<file path="config.mk">
export PLATFORM = sky130hd
export DESIGN_NAME = vx_gbar_arb
export DESIGN_NICKNAME = d
export VERILOG_FILES = /design/src/rtl/vx_gbar_arb.sv
export SDC_FILE = /design/constraint.sdc
export NUM_CORES = 1
export LEC_CHECK = 0
export CAP_MARGIN = 20
export CORE_MARGIN = 10
export CORE_UTILIZATION = 59
export CTS_CLUSTER_SIZE = 16
export DETAILED_ROUTE_END_ITERATION = 8
export HOLD_SLACK_MARGIN = 0.02
export PLACE_DENSITY = 0.85
export SLEW_MARGIN = 30
export SYNTH_ARGS = -nofsm -noshare
export SYNTH_HDL_FRONTEND = slang
export SYNTH_SLANG_ARGS = --single-unit
</file>
<file path="constraint.sdc">
create_clock -name clk -period 4.9 [get_ports clk]
set_input_delay 1.225 -clock clk [delete_from_list [all_inputs] [get_ports clk]]
set_output_delay 1.225 -clock clk [all_outputs]
set_load 0.05 [all_outputs]
</file>
<file path="src/rtl/vx_gbar_arb.sv">
// vx_gbar_arb: merges per-requester global-barrier requests onto one gbar bus
// with round-robin arbitration and a 2-entry registered output buffer, and
// routes each barrier release back only to the requesters waiting on that id.
//
// Handshake rule used on every interface: a transfer happens on a rising clock
// edge where valid and ready are both 1. A producer holds valid and its data
// stable until the transfer, and ready never depends on the same interface's
// valid through anything but the arbiter grant.
module vx_gbar_arb #(
    parameter int NUM_REQS = 4,
    parameter int NB_WIDTH = 4,
    parameter int NC_WIDTH = 2
) (
    input  logic                         clk,
    input  logic                         reset,
    input  logic [NUM_REQS-1:0]          req_valid_in,
    input  logic [NUM_REQS*NB_WIDTH-1:0] req_id_in,
    input  logic [NUM_REQS*NC_WIDTH-1:0] req_size_m1_in,
    input  logic [NUM_REQS*NC_WIDTH-1:0] req_core_id_in,
    output logic [NUM_REQS-1:0]          req_ready_in,
    output logic                         req_valid_out,
    output logic [NB_WIDTH-1:0]          req_id_out,
    output logic [NC_WIDTH-1:0]          req_size_m1_out,
    output logic [NC_WIDTH-1:0]          req_core_id_out,
    input  logic                         req_ready_out,
    input  logic                         rsp_valid_in,
    input  logic [NB_WIDTH-1:0]          rsp_id_in,
    output logic [NUM_REQS-1:0]          rsp_valid_out,
    output logic [NB_WIDTH-1:0]          rsp_id_out
);

    localparam int IDX_W   = (NUM_REQS > 1) ? $clog2(NUM_REQS) : 1;
    localparam int NUM_IDS = 1 << NB_WIDTH;

    // Round-robin pointer: the requester index that has priority this cycle.
    logic [IDX_W-1:0]    r_rr_ptr;

    // Output buffer: head entry drives the outputs directly, tail is overflow.
    logic [1:0]          r_count;
    logic [NB_WIDTH-1:0] r_h_id;
    logic [NC_WIDTH-1:0] r_h_size;
    logic [NC_WIDTH-1:0] r_h_core;
    logic [IDX_W-1:0]    r_h_src;
    logic [NB_WIDTH-1:0] r_t_id;
    logic [NC_WIDTH-1:0] r_t_size;
    logic [NC_WIDTH-1:0] r_t_core;
    logic [IDX_W-1:0]    r_t_src;

    // Per-barrier-id mask of requesters waiting for a release.
    logic [NUM_REQS-1:0] r_waiting [NUM_IDS];
    logic [NUM_REQS-1:0] r_rsp_valid;
    logic [NB_WIDTH-1:0] r_rsp_id;

    logic                w_grant_found;
    logic [IDX_W-1:0]    w_grant_idx;
    logic                w_can_grant;
    logic                w_accept;
    logic                w_pop;
    logic [NUM_REQS-1:0] w_ready;
    logic [NB_WIDTH-1:0] w_in_id;
    logic [NC_WIDTH-1:0] w_in_size;
    logic [NC_WIDTH-1:0] w_in_core;
    logic [NUM_REQS-1:0] w_src_onehot;
    logic [NUM_REQS-1:0] w_wait_next [NUM_IDS];

    // Requester index reached by stepping 'off' places past 'base', wrapping.
    function automatic int wrap_idx(input int base, input int off);
        return (base + off) % NUM_REQS;
    endfunction

    // The grant never looks at req_ready_out: only the registered full state gates it.
    assign w_can_grant = (r_count != 2'd2) && !reset;
    assign w_accept    = w_grant_found && w_can_grant;
    assign w_pop       = (r_count != 2'd0) && req_ready_out;

    // Find the first valid requester at or after the round-robin pointer.
    always_comb begin
        w_grant_found = 1'b0;
        w_grant_idx   = '0;
        for (int k = 0; k < NUM_REQS; k++) begin
            if (!w_grant_found && req_valid_in[IDX_W'(wrap_idx(int'(r_rr_ptr), k))]) begin
                w_grant_found = 1'b1;
                w_grant_idx   = IDX_W'(wrap_idx(int'(r_rr_ptr), k));
            end
        end
    end

    // One-hot accept back to the granted requester only.
    always_comb begin
        w_ready = '0;
        if (w_accept) begin
            w_ready[w_grant_idx] = 1'b1;
        end
    end

    assign w_in_id   = req_id_in[w_grant_idx*NB_WIDTH +: NB_WIDTH];
    assign w_in_size = req_size_m1_in[w_grant_idx*NC_WIDTH +: NC_WIDTH];
    assign w_in_core = req_core_id_in[w_grant_idx*NC_WIDTH +: NC_WIDTH];

    // Advance the round-robin pointer past each accepted requester.
    always_ff @(posedge clk or posedge reset) begin
        if (reset) begin
            r_rr_ptr <= '0;
        end else if (w_accept) begin
            r_rr_ptr <= (w_grant_idx == IDX_W'(NUM_REQS - 1)) ? '0 : w_grant_idx + IDX_W'(1);
        end
    end

    // Two-entry buffer: refill head on push-into-empty or push+pop, else spill to tail.
    always_ff @(posedge clk or posedge reset) begin
        if (reset) begin
            r_count  <= 2'd0;
            r_h_id   <= '0;
            r_h_size <= '0;
            r_h_core <= '0;
            r_h_src  <= '0;
            r_t_id   <= '0;
            r_t_size <= '0;
            r_t_core <= '0;
            r_t_src  <= '0;
        end else begin
            if (w_accept && ((r_count == 2'd0) || ((r_count == 2'd1) && w_pop))) begin
                r_h_id   <= w_in_id;
                r_h_size <= w_in_size;
                r_h_core <= w_in_core;
                r_h_src  <= w_grant_idx;
            end else if (w_accept && (r_count == 2'd1)) begin
                r_t_id   <= w_in_id;
                r_t_size <= w_in_size;
                r_t_core <= w_in_core;
                r_t_src  <= w_grant_idx;
            end else if (w_pop && (r_count == 2'd2)) begin
                r_h_id   <= r_t_id;
                r_h_size <= r_t_size;
                r_h_core <= r_t_core;
                r_h_src  <= r_t_src;
            end
            case ({w_accept, w_pop})
                2'b10:   r_count <= r_count + 2'd1;
                2'b01:   r_count <= r_count - 2'd1;
                default: r_count <= r_count;
            endcase
        end
    end

    assign w_src_onehot = NUM_REQS'(1) << r_h_src;

    // Next waiting masks: a release clears the old mask, then a handshake adds its bit.
    always_comb begin
        for (int i = 0; i < NUM_IDS; i++) begin
            w_wait_next[i] = r_waiting[i];
            if (rsp_valid_in && (rsp_id_in == NB_WIDTH'(i))) begin
                w_wait_next[i] = '0;
            end
            if (w_pop && (r_h_id == NB_WIDTH'(i))) begin
                w_wait_next[i] = w_wait_next[i] | w_src_onehot;
            end
        end
    end

    // Waiting-map registers.
    always_ff @(posedge clk or posedge reset) begin
        if (reset) begin
            for (int i = 0; i < NUM_IDS; i++) begin
                r_waiting[i] <= '0;
            end
        end else begin
            for (int i = 0; i < NUM_IDS; i++) begin
                r_waiting[i] <= w_wait_next[i];
            end
        end
    end

    // Registered release: pulse the old mask for one cycle, id holds between releases.
    always_ff @(posedge clk or posedge reset) begin
        if (reset) begin
            r_rsp_valid <= '0;
            r_rsp_id    <= '0;
        end else if (rsp_valid_in) begin
            r_rsp_valid <= r_waiting[rsp_id_in];
            r_rsp_id    <= rsp_id_in;
        end else begin
            r_rsp_valid <= '0;
        end
    end

    assign req_ready_in    = w_ready;
    assign req_valid_out   = (r_count != 2'd0);
    assign req_id_out      = r_h_id;
    assign req_size_m1_out = r_h_size;
    assign req_core_id_out = r_h_core;
    assign rsp_valid_out   = r_rsp_valid;
    assign rsp_id_out      = r_rsp_id;

endmodule

</file>
==> results.sh, run 1 <==
export IMPL_run_status="finished clean"
export IMPL_multiInputGateArea_mm2=0.00228
export IMPL_htreeDepth=3
export IMPL_yosysWarnings=0
export IMPL_grt_first_pass_wirelength_mm=21.2
export IMPL_number_of_max_capacitance_violations_reported=0
export IMPL_met3_length_um=992
export IMPL_finalWirelength_mm=13.0
export IMPL_area_enclosed_by_the_die_boundary_mm2=0.0122
export IMPL_syn_mean_instance_area_um2=10.8
export IMPL_p_leak_nw=2.52
export IMPL_wl_met2_mm=6.58
export IMPL_grt_max_degree=61
export IMPL_clock_path_buffers=2
export IMPL_cts_tree="yes"
export IMPL_vias=3963
export IMPL_worst_path_dominant_cell_family="buffers and inverters"
export IMPL_cts_root_buf="sky130_fd_sc_hd__clkbuf_8"
export IMPL_tightest_slew_ps=664
export IMPL_timing_final_max_slew_violations=0
export IMPL_setup_total_negative_slack_ps=0
export IMPL_drtAntennaViolNets=0
export IMPL_antennaDiodeCount=0
export IMPL_crit_path_max_fanout=14
export IMPL_synth_nets=500
export IMPL_core_rowCount=32
export IMPL_layout_drive_gt1_share=0.110
export IMPL_area_delta_synth_final_pct=18.7
export IMPL_io_pin_count=65
export IMPL_synth_area_mm2=0.00483
export IMPL_synth_cells=448
export IMPL_core_area_mm2=0.00785
export IMPL_critPathSlowestCell="sky130_fd_sc_hd__clkdlybuf4s50_1"
export IMPL_yosysSeqAreaShare=0.497
export IMPL_vdd_ir_drop_worst_v=0.000336
export IMPL_fin_worst_skew_ps=13.5
export IMPL_cts_hold_fix_buffers=0
export IMPL_top_signal_layer_used="met4"
export IMPL_global_route_usage_total=0.208
export IMPL_timing_final_crit_period_ps=4450
export IMPL_globalRouteOverflowTotal=0
export IMPL_report_final_setup_viol=0
export IMPL_die_w_um=111
export IMPL_fin_ws_ps=452
export IMPL_die_height_um=111
export IMPL_worst_slew_margin_rel=0.553
export IMPL_insertion_delay_ps=380
export IMPL_finish_net_count=558
export IMPL_max_freq_ghz=0.225
export IMPL_category_of_the_critical_setup_timing_path="in2out"
export IMPL_pre_cts_slack_ps=469
export IMPL_post_detailed_route_via_to_cell_ratio=6.46
export IMPL_antenna_found_initial=0
export IMPL_grt_setup_unrepaired="false"
export IMPL_final_period_utilization=0.908
export IMPL_post_synth_cell_types=47
export IMPL_numCtsBuffers=9
export IMPL_postCtsSetupBuffers=0
export IMPL_dp_hpwl_mm=9.77
export IMPL_critPathBufInv=3
export IMPL_place_port_buffers=64
export IMPL_gp_congestion=0.902
export IMPL_path_cells="clkdlybuf4s50_1 > o21ai_0 > a221o_1 > nand2_8 > inv_4 > ha_1 > and3_1 > buf_12"
export IMPL_initialDrtViolationCount=264
export IMPL_cts_resized=0
export IMPL_synth_ff_latch_count=96
export IMPL_cp_data_arrival_time_ps=3220
export IMPL_detail_route_wl_per_cell_um=21.2
export IMPL_area_sequential_mm2=0.00240
export IMPL_critical_path_endpoint_type="output pin"
export IMPL_clock_sink_count=96
export IMPL_final_hold_violation_count=0
export IMPL_met1Wirelength_mm=5.11
export IMPL_num_fill_cells=574
export IMPL_detail_route_first_pass_iterations=5
export IMPL_worst_ep_required_time_ps=3670
export IMPL_drt_drc_violations_left=0
export IMPL_worstHoldPathType="reg2reg"
export IMPL_initial_core_util=0.616
export IMPL_cts_reportedPaths_clkPinSlew_ps=100
export IMPL_biggest_cell_delay_along_the_critical_path_ps=510
export IMPL_setup_worst_path_start_class="input port"
export IMPL_vias_in_the_first_global_route=4142
export IMPL_pd_cells_mw_per_mm2=561
==> worst register-to-register path: cells and delay by family (launching register included) <==
kind	cells	cell delay (ps)
AO/OA/AOI/OAI	1	320
flip-flops	1	410
AND/OR/NAND/NOR	3	1150
adder cells (fa/ha/maj)	1	240
buffers and inverters	2	300
==> cell usage in the layout (no fill, tap or decap), drive strengths merged, types with 10 or more instances in the layout <==
master,Yosys,layout
mux4,20,20
nand2,96,96
mux2i,11,11
and2,11,11
nand3,10,10
nor2,14,14
o21ai,49,49
clkdlybuf4s50,0,59
a22o,24,24
inv,9,12
dfrtp,96,96
==> metal layers <==
layer / up-vias / track usage
met5: - / 0
met1: 1963 / 0.246
li1: 1754 / -
met3: 26 / 0.0486
met2: 220 / 0.355
met4: 0 / 0.0829
==> flip-flops by register name, indices dropped and copies added, names as in the netlist <==
register / count
r_h_src: 2
r_t_size: 2
req_id_out: 4
r_t_id: 4
req_size_m1_out: 2
req_core_id_out: 2
r_count: 2
r_t_src: 2
rsp_id_out: 4
r_t_core: 2
rsp_valid_out: 4
r_waiting: 64
r_rr_ptr: 2
==> final timing paths <==
| path | to | cells past startpoint | start | slack [ps] |
|---|---|---|---|---|
| max | req_ready_in[0] | 8 | req_valid_in[3] | 450 |
| max in group asynchronous | r_waiting[11] | 3 | reset | 2950 |
| max reg2reg | r_t_core[0] | 7 | r_count[0] | 2380 |
| min | r_waiting[56] | 2 | r_waiting[56] | 490 |
| min reg2reg | r_waiting[56] | 2 | r_waiting[56] | 490 |
| min in group asynchronous | r_rr_ptr[0] | 2 | reset | 1250 |
==> report_power, final <==
| group | switching, mW | internal (mW) | leakage (nW) | total (mW) |
|---|---|---|---|---|
| clock | 0.302 | 0.194 | 0.0901 | 0.496 |
| sequential | 0.233 | 1.09 | 1.26 | 1.33 |
| combinational | 0.822 | 0.578 | 1.17 | 1.40 |
==> synth_stat cells (all sizes together) <==
library cell | number | area (um^2)
a22o | 24 | 210
nand4 | 2 | 12.5
clkbuf | 9 | 33.8
a21oi | 2 | 10.0
mux2i | 11 | 110
a211o | 5 | 43.8
or3 | 1 | 6.26
nor3 | 3 | 15.0
or2 | 1 | 6.26
inv | 9 | 36.3
mux2 | 4 | 45.0
nor3b | 4 | 30.0
nor2 | 14 | 52.6
o21ai | 49 | 245
dfrtp | 96 | 2400
clkinv | 1 | 3.75
o211ai | 5 | 37.5
nor2b | 8 | 57.6
a31oi | 2 | 12.5
and3 | 9 | 56.3
buf | 11 | 77.6
a221oi | 4 | 35.0
and2 | 11 | 68.8
mux4 | 20 | 450
and3b | 1 | 8.76
a221o | 1 | 10.0
xnor2 | 2 | 17.5
a22oi | 1 | 7.51
ha | 8 | 100
a2bb2oi | 5 | 43.8
nand3 | 10 | 50.1
nand2 | 96 | 379
o21ba | 1 | 10.0
or4 | 2 | 22.5
a21o | 1 | 7.51
nand3b | 4 | 30.0
nor4 | 1 | 6.26
nand2b | 2 | 12.5
o221ai | 8 | 70.1
==> logic make-up after synthesis <==
kind of cell,synth area share
buffers and inverters,0.0313
xor gates and xnor gates,0.00362
adders and majority gates,0.0207
AOI/OAI and AO/OA,0.154
muxes,0.125
DFF,0.497
and+or+nand+nor,0.168
==> cell type report <==
type | instances | area share
multi-input combinational | 322 | 0.398
inverter | 10 | 0.00785
sequential | 96 | 0.419
clock buffer | 9 | 0.0216
timing repair buffer | 67 | 0.122
tap | 102 | 0.0222
clock inverter | 7 | 0.0105
==> metrics by stage <==
stage	total power, mW	area [um^2]	cells	utilization	hold slack [ps]
2_1_floorplan	2.26	4830	448	-	445
3_3_place_gp	2.64	5560	597	0.708	458
3_5_place_dp	2.72	5560	597	0.708	472
4_1_cts	3.21	5740	613	0.732	494
5_1_grt	3.41	5740	613	0.731	510
6_report	3.22	5740	613	0.731	490
(Power assumes the default switching activity.)
==> inputs of run 2 (changes only) <==
--- a/config.mk
+++ b/config.mk
@@ -10,6 +10,7 @@
 export CORE_UTILIZATION = 59
 export CTS_CLUSTER_SIZE = 16
 export DETAILED_ROUTE_END_ITERATION = 8
+export GPL_TIMING_DRIVEN = 0
 export HOLD_SLACK_MARGIN = 0.02
 export PLACE_DENSITY = 0.85
 export SLEW_MARGIN = 30
==> run 2 against run 1 <==
Against the previous run: flip-flop and latch count unchanged; core utilization up 0.83 points; global-route usage down 0.18 points; sequential power about the same; final area up 1.1%; setup slack worse by 360 ps; via count down 0.13%.
==> results.sh, run 2 (synthesis gave the netlist of run 1 again) <==
export IMPL_clock_sink_count=96
export IMPL_max_freq_ghz=0.208
export IMPL_timing_hold_worst_start="r_waiting[23]"
export IMPL_worst_slew_margin_rel=0.583
export IMPL_reg2reg_setup_slack_ps=2520
export IMPL_num_fill_cells=557
export IMPL_final_period_utilization=0.982
export IMPL_pd_cells_mw_per_mm2=568
export IMPL_drtAntennaViolNets=0
export IMPL_layout_commonest_cell="sky130_fd_sc_hd__dfrtp_1"
export IMPL_cp_data_arrival_time_ps=3590
export IMPL_final_hold_violation_count=0
export IMPL_antenna_found_initial=0
export IMPL_fin_worst_skew_ps=15.9
export IMPL_timing_rr_start="r_count[0]"
export IMPL_category_of_the_critical_setup_timing_path="in2out"
export IMPL_finish_net_count=572
export IMPL_io_pin_count=65
export IMPL_vdd_ir_drop_worst_v=0.000308
export IMPL_r2r_end="req_id_out[3]"
export IMPL_area_enclosed_by_the_die_boundary_mm2=0.0122
export IMPL_htreeDepth=3
export IMPL_finalWirelength_mm=13.0
export IMPL_number_of_flip_flops_under_the_largest_register_name=64
export IMPL_area_delta_synth_final_pct=20.0
export IMPL_gp_congestion=0.850
export IMPL_cts_root_buf="sky130_fd_sc_hd__clkbuf_8"
export IMPL_hold_path_end="r_waiting[23]"
export IMPL_run_status="finished clean"
export IMPL_crit_path_max_fanout=11
export IMPL_initial_core_util=0.616
export IMPL_ff_to_ff_path_depth=9
export IMPL_place_port_buffers=60
export IMPL_core_rowCount=32
export IMPL_post_detailed_route_via_to_cell_ratio=6.31
export IMPL_drt_drc_violations_left=0
export IMPL_clock_path_buffers=2
export IMPL_globalRouteOverflowTotal=0
export IMPL_crit_path_frequent_cell="sky130_fd_sc_hd__buf_6"
export IMPL_setup_worst_path_start_class="input port"
export IMPL_timing_final_max_slew_violations=0
export IMPL_pre_cts_slack_ps=-185
export IMPL_antennaDiodeCount=0
export IMPL_timing_final_crit_period_ps=4810
export IMPL_grt_max_degree=68
export IMPL_worst_ep_required_time_ps=3670
export IMPL_postCtsSetupBuffers=0
export IMPL_grt_setup_unrepaired="false"
export IMPL_hold_path_cell_count=2
export IMPL_core_area_mm2=0.00785
export IMPL_critical_path_endpoint_type="output pin"
export IMPL_layout_drive_gt1_share=0.109
export IMPL_detail_route_first_pass_iterations=5
export IMPL_cts_reportedPaths_clkPinSlew_ps=100
export IMPL_vias_in_the_first_global_route=4091
export IMPL_setup_total_negative_slack_ps=0
export IMPL_grt_first_pass_wirelength_mm=21.0
export IMPL_tightest_slew_ps=619
export IMPL_p_total_mw=3.30
export IMPL_largest_register="r_waiting"
export IMPL_postLayoutCoreUtil=0.739
export IMPL_post_place_cells=611
export IMPL_layout_cells_non_filler=627
export IMPL_critPathSlowestCell="sky130_fd_sc_hd__or4_4"
export IMPL_numCtsBuffers=9
export IMPL_p_leak_nw=2.57
export IMPL_cts_tree="yes"
export IMPL_final_cell_mix="96 x sky130_fd_sc_hd__dfrtp_1, 94 x sky130_fd_sc_hd__nand2_1, 56 x sky130_fd_sc_hd__clkdlybuf4s50_1"
export IMPL_dp_hpwl_mm=9.72
export IMPL_die_w_um=111
export IMPL_global_route_usage_total=0.206
export IMPL_die_height_um=111
export IMPL_path_cells="clkdlybuf4s50_1 > nor2b_4 > or4_4 > buf_6 > nand2_8 > inv_4 > buf_6 > ha_1 > and3_1 > dlygate4sd2_1"
export IMPL_fin_ws_ps=89.1
export IMPL_insertion_delay_ps=390
export IMPL_number_of_max_capacitance_violations_reported=0
export IMPL_biggest_cell_delay_along_the_critical_path_ps=510
export IMPL_initialDrtViolationCount=314
export IMPL_report_final_setup_viol=0
export IMPL_worstHoldPathType="reg2reg"
export IMPL_detail_route_wl_per_cell_um=20.7
export IMPL_vias=3958
run 2: cell types whose count changed in the layout (fill, tap and decap cells not counted), moves of 3 or more:
cell and change:
sky130_fd_sc_hd__clkbuf_1 +9, sky130_fd_sc_hd__buf_1 +4, sky130_fd_sc_hd__buf_12 -4, sky130_fd_sc_hd__buf_6 +4, sky130_fd_sc_hd__dlygate4sd2_1 +4, sky130_fd_sc_hd__clkdlybuf4s50_1 -3
run 2: worst max path at each step:
stage | startpoint | depth (start not counted) | slack (ps) | endpoint
after floorplan | req_valid_in[0] | 8 | 950 | req_ready_in[0]
after global placement | req_valid_in[0] | 10 | -170 | req_ready_in[2]
after detailed placement | req_valid_in[0] | 10 | -190 | req_ready_in[2]
final | req_valid_in[0] | 10 | 90 | req_ready_in[2]
after global routing | req_valid_in[0] | 10 | 20 | req_ready_in[2]
after CTS | req_valid_in[0] | 10 | 90 | req_ready_in[2]
run 2: metal layers:
layer	up-vias	part of all wire	GRT usage
met5	-	0	0
met4	0	0.020	0.0717
met3	26	0.084	0.0594
met2	234	0.51	0.352
met1	1923	0.39	0.241
li1	1775	-	-
run 2: metrics by stage:
step / instance area [um^2] / hold slack, ps
finish: 5800 / 485
global route: 5800 / 506
CTS: 5800 / 487
detailed placement: 5600 / 465
global placement: 5560 / 457
floorplan: 4830 / 445
run 2: where the power goes:
part	switching (mW)	total, mW	internal, mW
Sequential	0.227	1.32	1.09
Combinational	0.827	1.41	0.585
Clock	0.319	0.568	0.249
Total	1.37	3.30	1.93
run 2: worst max-delay path, delay by kind of cell:
kind	cells	cell delay, ps
buffers and inverters	5	1280
adder cells (fa/ha/maj)	1	190
AND/OR/NAND/NOR	4	890
run 2: timing repair:
item | CTS | global route
endpoints found under the setup margin | 4 | 2
gates cloned | 0 | 0
hold buffers | 0 | 0
resized for setup | 4 | 1
hold endpoints to repair | 0 | 0
run 2: cell type report:
type / count / area, um^2 / share of cell area
Timing Repair Buffer: 61 / 623 / 0.107
Buffer: 20 / 111 / 0.0192
Tap cell: 102 / 128 / 0.0220
Multi-Input combinational cell: 322 / 2280 / 0.393
Inverter: 10 / 45.0 / 0.00776
Clock inverter: 7 / 87.6 / 0.0151
Clock buffer: 9 / 124 / 0.0213
Sequential cell: 96 / 2400 / 0.414
